===== config.mk =====
export PLATFORM = sky130hd
export DESIGN_NAME = serial_adder_n_flat
export DESIGN_NICKNAME = d
export VERILOG_FILES = /design/src/rtl/serial_adder_n_if.sv /design/src/rtl/serial_adder_n.sv /design/src/flat_wrapper.sv
export SDC_FILE = /design/constraint.sdc
export NUM_CORES = 1
export LEC_CHECK = 0
export CORE_UTILIZATION = 51
export DETAILED_ROUTE_END_ITERATION = 10
export PLACE_DENSITY_LB_ADDON = 0.15
export REMOVE_ABC_BUFFERS = 1
export SYNTH_ARGS = -nofsm -noshare
export SYNTH_HDL_FRONTEND = slang
export SYNTH_SLANG_ARGS = --single-unit

===== constraint.sdc =====
create_clock -name clk -period 1.9 [get_ports clk]
set_input_delay 0.38 -clock clk [delete_from_list [all_inputs] [get_ports clk]]
set_output_delay 0.38 -clock clk [all_outputs]
set_load 0.02 [all_outputs]

===== src/rtl/serial_adder_n_if.sv =====
// Handshake and operand/result bundle for serial_adder_n.
// Latency: none (wires only). Backpressure: start is ignored while busy is high.
// Ports: master drives start/a/b/c_in/sub; slave (the adder) drives busy/done/sum/c_out/overflow.
interface serial_adder_n_if #(
  parameter int WIDTH = 8
);
  logic             start;
  logic [WIDTH-1:0] a;
  logic [WIDTH-1:0] b;
  logic             c_in;
  logic             sub;
  logic             busy;
  logic             done;
  logic [WIDTH-1:0] sum;
  logic             c_out;
  logic             overflow;

  modport master (
    output start, a, b, c_in, sub,
    input  busy, done, sum, c_out, overflow
  );

  modport slave (
    input  start, a, b, c_in, sub,
    output busy, done, sum, c_out, overflow
  );
endinterface


===== src/rtl/serial_adder_n.sv =====
// Digit-serial adder/subtractor: DIGIT full-adder cells iterate LSB-first over a WIDTH-bit add.
// Latency: WIDTH/DIGIT cycles from the accepting edge to done; one result per WIDTH/DIGIT+1 cycles.
// Backpressure: start is sampled only in IDLE/DONE; a start during RUN is dropped.
// Ports: clk, rst (async, active-high); bus (slave) carries start/a/b/c_in/sub in and
//        busy/done/sum/c_out/overflow out. All outputs are registered.
module serial_adder_n #(
  parameter int WIDTH = 8,
  parameter int DIGIT = 1
) (
  input  logic             clk,
  input  logic             rst,
  serial_adder_n_if.slave  bus
);
  localparam int N  = WIDTH / DIGIT;
  localparam int CW = (N > 1) ? $clog2(N) : 1;

  typedef enum logic [1:0] {IDLE, RUN, DONE} state_t;

  state_t           state, state_next;
  logic [WIDTH-1:0] a_sr, b_sr, res_sr, res_next;
  logic             carry, sub_q;
  logic [CW-1:0]    cnt;
  logic [WIDTH-1:0] sum_q;
  logic             c_out_q, ovf_q;

  logic [DIGIT-1:0] digit;
  logic             c_next;    // carry out of the current digit
  logic             c_msb_in;  // carry into the top cell of the digit
  logic             last;
  logic             accept;

  assign last   = (cnt == CW'(N - 1));
  assign accept = bus.start && (state != RUN);

  // Chain of DIGIT full-adder cells over the low bits of the shift registers.
  // On the final digit the top cell is bit WIDTH-1, so c_msb_in feeds overflow.
  always_comb begin
    logic c;
    c        = carry;
    digit    = '0;
    c_msb_in = 1'b0;
    for (int i = 0; i < DIGIT; i++) begin
      c_msb_in = c;
      digit[i] = a_sr[i] ^ b_sr[i] ^ c;
      c        = (a_sr[i] & b_sr[i]) | (c & (a_sr[i] ^ b_sr[i]));
    end
    c_next = c;
  end

  // New digit enters from the top; after N shifts the LSB digit sits at bit 0.
  always_comb begin
    res_next = (res_sr >> DIGIT) | (WIDTH'(digit) << (WIDTH - DIGIT));
  end

  always_ff @(posedge clk or posedge rst) begin
    if (rst) state <= IDLE;
    else     state <= state_next;
  end

  always_comb begin
    state_next = state;
    case (state)
      IDLE:    if (bus.start) state_next = RUN;
      RUN:     if (last)      state_next = DONE;
      DONE:    state_next = bus.start ? RUN : IDLE;
      default: state_next = IDLE;
    endcase
  end

  always_ff @(posedge clk or posedge rst) begin
    if (rst) begin
      a_sr    <= '0;
      b_sr    <= '0;
      res_sr  <= '0;
      carry   <= 1'b0;
      sub_q   <= 1'b0;
      cnt     <= '0;
      sum_q   <= '0;
      c_out_q <= 1'b0;
      ovf_q   <= 1'b0;
    end else if (accept) begin
      // Subtraction is a + ~b + 1 - borrow_in, so the initial carry is c_in ^ sub.
      a_sr   <= bus.a;
      b_sr   <= bus.sub ? ~bus.b : bus.b;
      carry  <= bus.c_in ^ bus.sub;
      sub_q  <= bus.sub;
      cnt    <= '0;
      res_sr <= '0;
    end else if (state == RUN) begin
      a_sr   <= a_sr >> DIGIT;
      b_sr   <= b_sr >> DIGIT;
      res_sr <= res_next;
      carry  <= c_next;
      if (last) begin
        sum_q   <= res_next;
        c_out_q <= c_next ^ sub_q;  // borrow is the inverted carry
        ovf_q   <= c_msb_in ^ c_next;
      end else begin
        cnt <= cnt + CW'(1);
      end
    end
  end

  assign bus.busy     = (state == RUN);
  assign bus.done     = (state == DONE);
  assign bus.sum      = sum_q;
  assign bus.c_out    = c_out_q;
  assign bus.overflow = ovf_q;
endmodule


===== src/flat_wrapper.sv =====
// flat-port wrapper written by rule: the top's interface ports become plain ports
module serial_adder_n_flat 
#(
  parameter int WIDTH = 8,
  parameter int DIGIT = 1
)
  (clk, rst, bus_start, bus_a, bus_b, bus_c_in, bus_sub, bus_busy, bus_done, bus_sum, bus_c_out, bus_overflow);
  serial_adder_n_if #(.WIDTH(WIDTH)) bus_i ();
  input  logic clk;
  input  logic rst;
  input wire logic [$bits(bus_i.start)-1:0] bus_start;
  input wire logic [$bits(bus_i.a)-1:0] bus_a;
  input wire logic [$bits(bus_i.b)-1:0] bus_b;
  input wire logic [$bits(bus_i.c_in)-1:0] bus_c_in;
  input wire logic [$bits(bus_i.sub)-1:0] bus_sub;
  output wire logic [$bits(bus_i.busy)-1:0] bus_busy;
  output wire logic [$bits(bus_i.done)-1:0] bus_done;
  output wire logic [$bits(bus_i.sum)-1:0] bus_sum;
  output wire logic [$bits(bus_i.c_out)-1:0] bus_c_out;
  output wire logic [$bits(bus_i.overflow)-1:0] bus_overflow;
  assign bus_i.start = bus_start;
  assign bus_i.a = bus_a;
  assign bus_i.b = bus_b;
  assign bus_i.c_in = bus_c_in;
  assign bus_i.sub = bus_sub;
  assign bus_busy = bus_i.busy;
  assign bus_done = bus_i.done;
  assign bus_sum = bus_i.sum;
  assign bus_c_out = bus_i.c_out;
  assign bus_overflow = bus_i.overflow;
  serial_adder_n #(.WIDTH(WIDTH), .DIGIT(DIGIT)) u_core (.clk(clk), .rst(rst), .bus(bus_i));
endmodule

=== Word level (Yosys, flattened, before mapping) ===
Index checks and enable logic that the tools add are counted.

* Output and inout port bits: 12
* Bits of input ports: 21
* Register bits: 41
* Word-level logic and storage cells: 51

* Add/sub/neg operators: 1
* Equality and inequality tests: 7
* Bitwise gates (word level): 11
* Muxes and demuxes: 16
* Reductions and logical operators: 6

{| class="wikitable"
|+ Operators with widths
! cell !! number
|-
| 8-bit two-way mux || 7
|-
| 3-bit two-way mux || 3
|-
| 8-bit inverter || 1
|-
| 7-bit by 8-bit OR with 8-bit output || 1
|-
| 2-bit case mux with 3 select lines || 1
|-
| 1-bit bitwise XOR || 5
|-
| 2-bit two-way mux || 2
|-
| 2-bit by 1-bit inequality test with 1-bit output, second input constant || 2
|-
| 2-bit inequality test, second input constant || 2
|-
| 2-bit AND reduction || 2
|-
| 3-bit by 1-bit adder with 3-bit output, second input constant || 1
|-
| 3-bit == test, second input constant || 1
|-
| 1-bit two-way mux || 3
|-
| 3-bit AND reduction || 1
|-
| 1-bit bitwise AND || 2
|-
| 2-bit by 1-bit == test with 1-bit output, second input constant || 1
|-
| 2-bit == test, second input constant || 1
|-
| 2-bit zero test || 1
|-
| 2-bit nonzero test || 1
|-
| 1-bit logical AND || 1
|-
| 1-bit inverter || 1
|-
| 1-bit OR || 1
|}

=== Depth between registers and ports, before layout ===
Gate-level depths: netlist of run 1.

* Depth in word-level cells: 5
* Mapped depth: 6
* Mapped depth without buffers: 5

=== Least setup slack after synthesis of run 1 ===
OpenSTA, ideal clock, no wires.

* Path type: register to register
* Start: register u_core.cnt[0]
* End: register u_core.sum_q[0], in the netlist u_core.bus.sum[0]
* Arrival time: 1.349 ns
* Buffers on the path: 1
* Data required time: 1.775 ns
* Slack: 0.427 ns
* Period minus slack after synthesis: 1.473 ns
* Cell stages (with the launch flop): 6
* Library setup time: 0.125 ns
* Cell sequence: dfrtp_1 > ha_1 > ha_1 > nand3b_2 > buf_6 > mux2_2

* Word-level cells in the longest chain between the ends: 2

{| class="wikitable"
|+ RTL lines
! element !! line !! RTL
|-
| start: declaration || serial_adder_n.sv:22 || <nowiki>logic [CW-1:0] cnt;</nowiki>
|-
| start signal: assignment || serial_adder_n.sv:99 || <nowiki>cnt <= cnt + CW'(1);</nowiki>
|-
| 3-bit == test || serial_adder_n.sv:32 || <nowiki>assign last = (cnt == CW'(N - 1));</nowiki>
|-
| 3-bit AND reduction (no source line) || -- ||
|-
| end signal: assignment || serial_adder_n.sv:95 || <nowiki>sum_q <= res_next;</nowiki>
|-
| end: declaration || serial_adder_n.sv:23 || <nowiki>logic [WIDTH-1:0] sum_q;</nowiki>
|}

No other way between the ends.
A chain may end at the register's enable or synchronous reset.

=== Worst setup path in the final report of run 1 ===
* Start: register u_core.state[1]
* End: output bus_busy

* Word-level cells in the longest chain between the ends: 1

{| class="wikitable"
|+ RTL lines
! element !! line !! RTL
|-
| start: declaration || serial_adder_n.sv:19 || <nowiki>state_t state, state_next;</nowiki>
|-
| start signal: assignment || serial_adder_n.sv:57 || <nowiki>else state <= state_next;</nowiki>
|-
| 2-bit by 1-bit == test with 1-bit output || serial_adder_n.sv:104 || <nowiki>assign bus.busy = (state == RUN);</nowiki>
|-
| end: declaration || flat_wrapper.sv:16 || <nowiki>output wire logic [$bits(bus_i.busy)-1:0] bus_busy;</nowiki>
|}

No other way between the ends.

==> flow_summary.yaml, run 1 <==
yosys:
  yosys.area_share.simple: 0.0893
  synth.top_cells.by_area: "sky130_fd_sc_hd__dfrtp_1, sky130_fd_sc_hd__mux2i_1, sky130_fd_sc_hd__o21ai_0, sky130_fd_sc_hd__nand2_1, sky130_fd_sc_hd__mux2_2"
  post_synth.cell_area_avg_um2: 11.3
  synth_top_family_by_area: "multiplexers"
  synth_seq_cells: 40
  yosysSeqAreaShare: 0.545
  synth-xor-area-share: 0.0525
  netlist_area_um2: 1840
  yosys_warnings: 0
  synth-compound-area-share: 0.0866
  netlist.top_cell.by_area: "sky130_fd_sc_hd__dfrtp_1"
  yosys.area_share.adder: 0.0314
  post-synth-top-area-fraction: 0.545
  netlist-cell-type-count: 25
  synthMuxAreaShare: 0.153
  synthesis.instances: 162
place:
  placement.io_buffers: 32
  detailed_place.area_um2: 2190
  place.detailed.hpwl_mm: 2.32
  globalplace.congestion: 0.688
cts:
  numClockSinks: 40
  cts_buffer_depth: 2
  clock_latency_on_the_worst_skew_pair_ps: 360
  cts.repair.resized: 2
  number_of_hold_buffers_added_after_cts: 0
  root_buffer: "sky130_fd_sc_hd__clkbuf_4"
  postCtsSetupBuffers: 0
  h-tree-depth: 2
  tritoncts: "built"
  cts_buffer_count: 5
  clk_pin_slew_ps: 130
timing:
  timing_worst_slew_pin_value_ps: 504
  worst_slew_margin_rel: 0.664
  layout_min_cycle_time_ps: 1750
  final-hold-violation-count: 0
  hold_slack_ps: 427
  max_freq_mhz: 570
  worst_clock_skew_ps: 7.91
  maxSlewViolCount: 0
  setup_repair_after_global_routing_missed_its_margin: "false"
  fin_tns_setup_ps: 0
  finalSetupViolations: 0
  layout_worst_path_cycle_share: 0.923
worst_setup_path:
  regToRegSetupSlack_ps: 290
  cp.arrival_ps: 1370
  worstRegToRegCells: 4
  worst_ep_required_time_ps: 1520
  regToRegEndpoint: "u_core.bus.sum[0]$_DFFE_PP0P_"
  worst_r2r_startpoint: "u_core.cnt[0]$_DFFE_PP0P_"
  crit_fanout: 5
  cp_capture_type: "primary output"
  worst_setup_path_start_kind: "register"
  critical_path_class: "reg -> out"
route:
  wl_per_cell_um: 13.4
  vias: 1272
  totalWireLength_mm: 3.27
  remaining_drc_errors: 0
  antenna_left: 0
  drt_pre_antenna_iters: 4
  count_of_routing_violations_after_the_opening_detailed_route_iteration: 30
  post_drt_via_cell_ratio: 5.21
global_route:
  grt_pass1_vias: 1211
  grt.overflow.total: 0
  total_grt_usage: 0.206
  grt_pass1_wl_mm: 5.53
  grt_antenna_before_repair: 0
  grt_start_max_net_pins: 41
layout:
  layout.area.seq_um2: 1000
  design.final.nets: 222
  area_growth_pct: 23.7
  diodes: 0
  final_cell_area_um2: 2270
  multiInputGateArea_um2: 757
  post-route-util: 0.670
  filler_cell_count: 239
  final_layout_size_suffix_gt1_frac: 0.136
power_and_ir_drop:
  total_power_uw: 3370
  cellLeakagePower_uw: 0.00106
  powerDensity_nw_per_um2: 1490
  power_frac_comb: 0.390
  cellInternalPower_uw: 2150
  power.clock.fraction: 0.174
  sequentialPowerShare: 0.436
  power.switching_fraction: 0.363
  p_sw_uw: 1220
  vdd_ir_drop_max_uv: 859
floorplan:
  starting_density_of_the_core: 0.542
  dieArea_um2: 3840
  dieHeight_um: 62.0
  width_of_the_die_um: 62.0
  design.core.area_um2: 3390
  std_cell_rows: 21
  i_o_pin_count: 33
flow_run:
  max_cap_viol_count: 0
hold_path:
  timing.hold.worst.class: "in -> async"
status:
  run_status: "finished clean"
## area by class of cell
class / instances / area share
Sequential cell: 40 / 0.441
Multi-Input combinational cell: 109 / 0.334
Timing Repair Buffer: 37 / 0.157
Tap cell: 46 / 0.0254
Clock inverter: 3 / 0.0204
Clock buffer: 5 / 0.0165
Inverter: 4 / 0.00662
## per-stage QoR
| step | setup slack, ps | cells |
|---|---|---|
| 6_report | 146 | 244 |
| 2_1_floorplan | 239 | 153 |
| 5_1_grt | 90.3 | 244 |
| 3_3_place_gp | 265 | 236 |
| 3_5_place_dp | 192 | 236 |
| 4_1_cts | 140 | 244 |
## kinds of logic (layout without fill, tap and decap cells)
logic type / after synthesis / in the layout
buf+inv: 13 / 49
compound gates: 30 / 30
xor+xnor: 11 / 11
fa+ha+maj: 4 / 4
mux: 26 / 26
simple gates: 38 / 38
flops: 40 / 40
## critical path, cell delays in order, from the launching register on
cell and delay, ps:
sky130_fd_sc_hd__dfrtp_1 420, sky130_fd_sc_hd__nand2b_4 180, sky130_fd_sc_hd__inv_2 90, sky130_fd_sc_hd__dlygate4sd2_1 330
## power groups by stage
stage / Sequential, uW / Clock, uW / Combinational (uW)
final: 1470 / 588 / 1310
after global routing: 1520 / 635 / 1490
after CTS: 1470 / 596 / 1330
after detailed placement: 1490 / 0 / 1340
after global placement: 1460 / 0 / 1270
after floorplan: 1550 / 0 / 701
## synth_stat cells
cell type and count:
sky130_fd_sc_hd__o22ai_1 1, sky130_fd_sc_hd__buf_6 1, sky130_fd_sc_hd__nand2b_4 1, sky130_fd_sc_hd__a21oi_1 1, sky130_fd_sc_hd__nor2b_1 1, sky130_fd_sc_hd__o21ai_1 2
sky130_fd_sc_hd__buf_2 2, sky130_fd_sc_hd__nor2_1 2, sky130_fd_sc_hd__inv_1 2, sky130_fd_sc_hd__clkbuf_1 1, sky130_fd_sc_hd__nand2_1 32, sky130_fd_sc_hd__nand3b_2 1
sky130_fd_sc_hd__o21ai_0 24, sky130_fd_sc_hd__ha_1 3, sky130_fd_sc_hd__dfrtp_1 40, sky130_fd_sc_hd__mux2i_1 16, sky130_fd_sc_hd__a22o_1 2, sky130_fd_sc_hd__inv_2 2
sky130_fd_sc_hd__fa_1 1, sky130_fd_sc_hd__nand3_1 1, sky130_fd_sc_hd__buf_4 5, sky130_fd_sc_hd__mux2_2 8, sky130_fd_sc_hd__mux2_4 2, sky130_fd_sc_hd__xor2_1 8
sky130_fd_sc_hd__xnor2_1 3
## routing by layer
| layer | up-vias | GRT usage | share of wire | wire [um] |
|---|---|---|---|---|
| li1 | 614 | - | - | - |
| met1 | 622 | 0.262 | 0.45 | 1480 |
| met2 | 31 | 0.336 | 0.49 | 1610 |
| met3 | 5 | 0.0621 | 0.040 | 132 |
| met4 | 0 | 0.0667 | 0.013 | 43 |
| met5 | - | 0 | 0 | 0 |
## worst max-delay path by stage
stage	start	to	slack (ps)	depth (start not counted)
global route	u_core.state[1]$_DFFE_PP0P_	bus_busy	90	3
CTS	u_core.state[1]$_DFFE_PP0P_	bus_busy	140	3
floorplan	u_core.state[1]$_DFFE_PP0P_	u_core.cnt[0]$_DFFE_PP0P_	240	4
finish	u_core.state[1]$_DFFE_PP0P_	bus_busy	150	3
detailed placement	bus_start	u_core.b_sr[6]$_DFFE_PP0P_	190	4
global placement	bus_start	u_core.cnt[0]$_DFFE_PP0P_	270	4
## sequential cells by signal, summed over array words and instances, names as in the netlist
register / flops
u_core.bus.c_out: 1
u_core.bus.sum: 8
u_core.c_msb_in: 1
u_core.sub_q: 1
u_core.res_sr: 7
u_core.cnt: 3
u_core.bus.overflow: 1
u_core.a_sr: 8
u_core.b_sr: 8
u_core.state: 2
## cell usage in the layout (no fill, tap or decap), drive strengths merged
cell type       n
a21oi           1
a22o            2
buf             5
bufinv          1
clkbuf          5
clkdlybuf4s50  30
clkinvlp        1
dfrtp          40
dlygate4sd2     2
fa              1
ha              3
inv             5
mux2           10
mux2i          16
nand2          32
nand2b          1
nand3           1
nand3b          1
nor2            2
nor2b           1
o21ai          26
o22ai           1
xnor2           3
xor2            8
No activity file was read; power rests on OpenSTA's default activity.
==> inputs of run 2 (changes only) <==
- CORE_UTILIZATION: 51 -> 50
==> flow_summary.yaml, run 2 (synthesized netlist as in run 1, its figures left out) <==
status:
  run_status: "finished clean"
timing:
  worst_slew_margin_rel: 0.646
  finalSetupViolations: 0
  maxSlewViolCount: 0
  max_freq_mhz: 587
  layout_worst_path_cycle_share: 0.896
  layout_min_cycle_time_ps: 1700
  fin_tns_setup_ps: 0
  worst_clock_skew_ps: 11.0
  setup_repair_after_global_routing_missed_its_margin: "false"
  timing_worst_slew_pin_value_ps: 529
  final-hold-violation-count: 0
worst_setup_path:
  regToRegSetupSlack_ps: 290
  crit_fanout: 5
  cp_capture_type: "primary output"
  regToRegEndpoint: "u_core.bus.sum[2]$_DFFE_PP0P_"
  worst_setup_path_start_kind: "register"
  critical_path_class: "reg -> out"
  worst_r2r_startpoint: "u_core.cnt[0]$_DFFE_PP0P_"
  worst_ep_required_time_ps: 1520
  cp.arrival_ps: 1320
  worstRegToRegCells: 4
power_and_ir_drop:
  p_sw_uw: 1150
  vdd_ir_drop_max_uv: 667
  power.clock.fraction: 0.140
  power.switching_fraction: 0.361
  powerDensity_nw_per_um2: 1420
  cellLeakagePower_uw: 0.00105
  power_frac_comb: 0.404
  sequentialPowerShare: 0.456
  total_power_uw: 3190
  cellInternalPower_uw: 2040
cts:
  clk_pin_slew_ps: 120
  numClockSinks: 40
  cts.repair.resized: 2
  clock_latency_on_the_worst_skew_pair_ps: 350
  cts_buffer_count: 5
  root_buffer: "sky130_fd_sc_hd__clkbuf_4"
  cts_buffer_depth: 2
  tritoncts: "built"
  number_of_hold_buffers_added_after_cts: 0
  postCtsSetupBuffers: 0
  h-tree-depth: 2
floorplan:
  std_cell_rows: 21
  width_of_the_die_um: 62.6
  dieArea_um2: 3920
  dieHeight_um: 62.6
  i_o_pin_count: 33
  starting_density_of_the_core: 0.537
  design.core.area_um2: 3420
route:
  antenna_left: 0
  remaining_drc_errors: 0
  count_of_routing_violations_after_the_opening_detailed_route_iteration: 48
  drt_pre_antenna_iters: 4
  post_drt_via_cell_ratio: 5.07
  vias: 1238
  wl_per_cell_um: 12.5
  totalWireLength_mm: 3.05
place:
  dp_cells: 236
  placement.io_buffers: 32
  globalplace.congestion: 0.725
  place.detailed.hpwl_mm: 2.21
  detailed_place.area_um2: 2190
layout:
  diodes: 0
  mostFrequentLayoutCells: "sky130_fd_sc_hd__dfrtp_1, sky130_fd_sc_hd__nand2_1, sky130_fd_sc_hd__clkdlybuf4s50_1"
  final_cell_area_um2: 2250
  layout_commonest_cell: "sky130_fd_sc_hd__dfrtp_1"
  final_layout_size_suffix_gt1_frac: 0.136
  area_growth_pct: 22.4
  design.final.nets: 222
  final-instance-count-excl-fill: 244
global_route:
  grt.overflow.total: 0
  grt_pass1_vias: 1294
  grt_start_max_net_pins: 41
  grt_pass1_wl_mm: 5.64
  total_grt_usage: 0.184
  grt_antenna_before_repair: 0
flow_run:
  max_cap_viol_count: 0
hold_path:
  timing.hold.worst.class: "in -> async"
## run 2: cell types whose count changed in the layout (fill, tap and decap cells not counted), sizes merged
cell / change
clkinv: +2
bufinv: -1
clkbuf: +1
clkinvlp: -1
inv: -1
## run 2: metrics by stage
stage	util	worst slack, ps	hold WS (ps)
after global routing	0.658	126	475
final	0.658	197	442
after global placement	0.641	216	460
after detailed placement	0.641	152	469
after CTS	0.658	178	457
after floorplan	-	239	445
## run 2: layout make-up
type                            instances  area [um2]
Tap cell                               46        57.6
Multi-Input combinational cell        109         757
Sequential cell                        40        1000
Clock buffer                            6        51.3
Timing Repair Buffer                   37         355
Inverter                                4        15.0
Fill cell                             279        1170
Clock inverter                          2        10.0
## run 2: worst max path at each step
stage                                 startpoint                         end  slack [ps]  cells after the start
floorplan            u_core.state[1]$_DFFE_PP0P_   u_core.cnt[0]$_DFFE_PP0P_         240                      4
global placement                         bus_sub  u_core.b_sr[4]$_DFFE_PP0P_         220                      4
detailed placement                       bus_sub  u_core.b_sr[6]$_DFFE_PP0P_         150                      4
CTS                 u_core.bus.c_out$_DFFE_PP0P_                   bus_c_out         180                      1
global route         u_core.state[1]$_DFFE_PP0P_                    bus_busy         130                      3
finish               u_core.state[1]$_DFFE_PP0P_                    bus_busy         200                      3
## run 2: worst max-delay path, cell delays in order, from the launching register on
cell,delay (ps)
sky130_fd_sc_hd__dfrtp_1,420
sky130_fd_sc_hd__nand2b_4,170
sky130_fd_sc_hd__inv_2,70
sky130_fd_sc_hd__dlygate4sd2_1,330
## run 2: power by group through the flow
stage / logic, uW / registers (uW) / clock network [uW]
2_1_floorplan: 701 / 1550 / 0
3_3_place_gp: 1270 / 1460 / 0
3_5_place_dp: 1310 / 1480 / 0
4_1_cts: 1310 / 1460 / 464
5_1_grt: 1460 / 1510 / 504
6_report: 1290 / 1460 / 447
## run 2: per-layer routing
layer,part of all wire,wire [um],vias up,track usage
li1,-,-,614,-
met1,0.45,1380,596,0.221
met2,0.50,1520,26,0.322
met3,0.042,128,2,0.0438
met4,0.0066,20,0,0.0610
met5,0,0,-,0
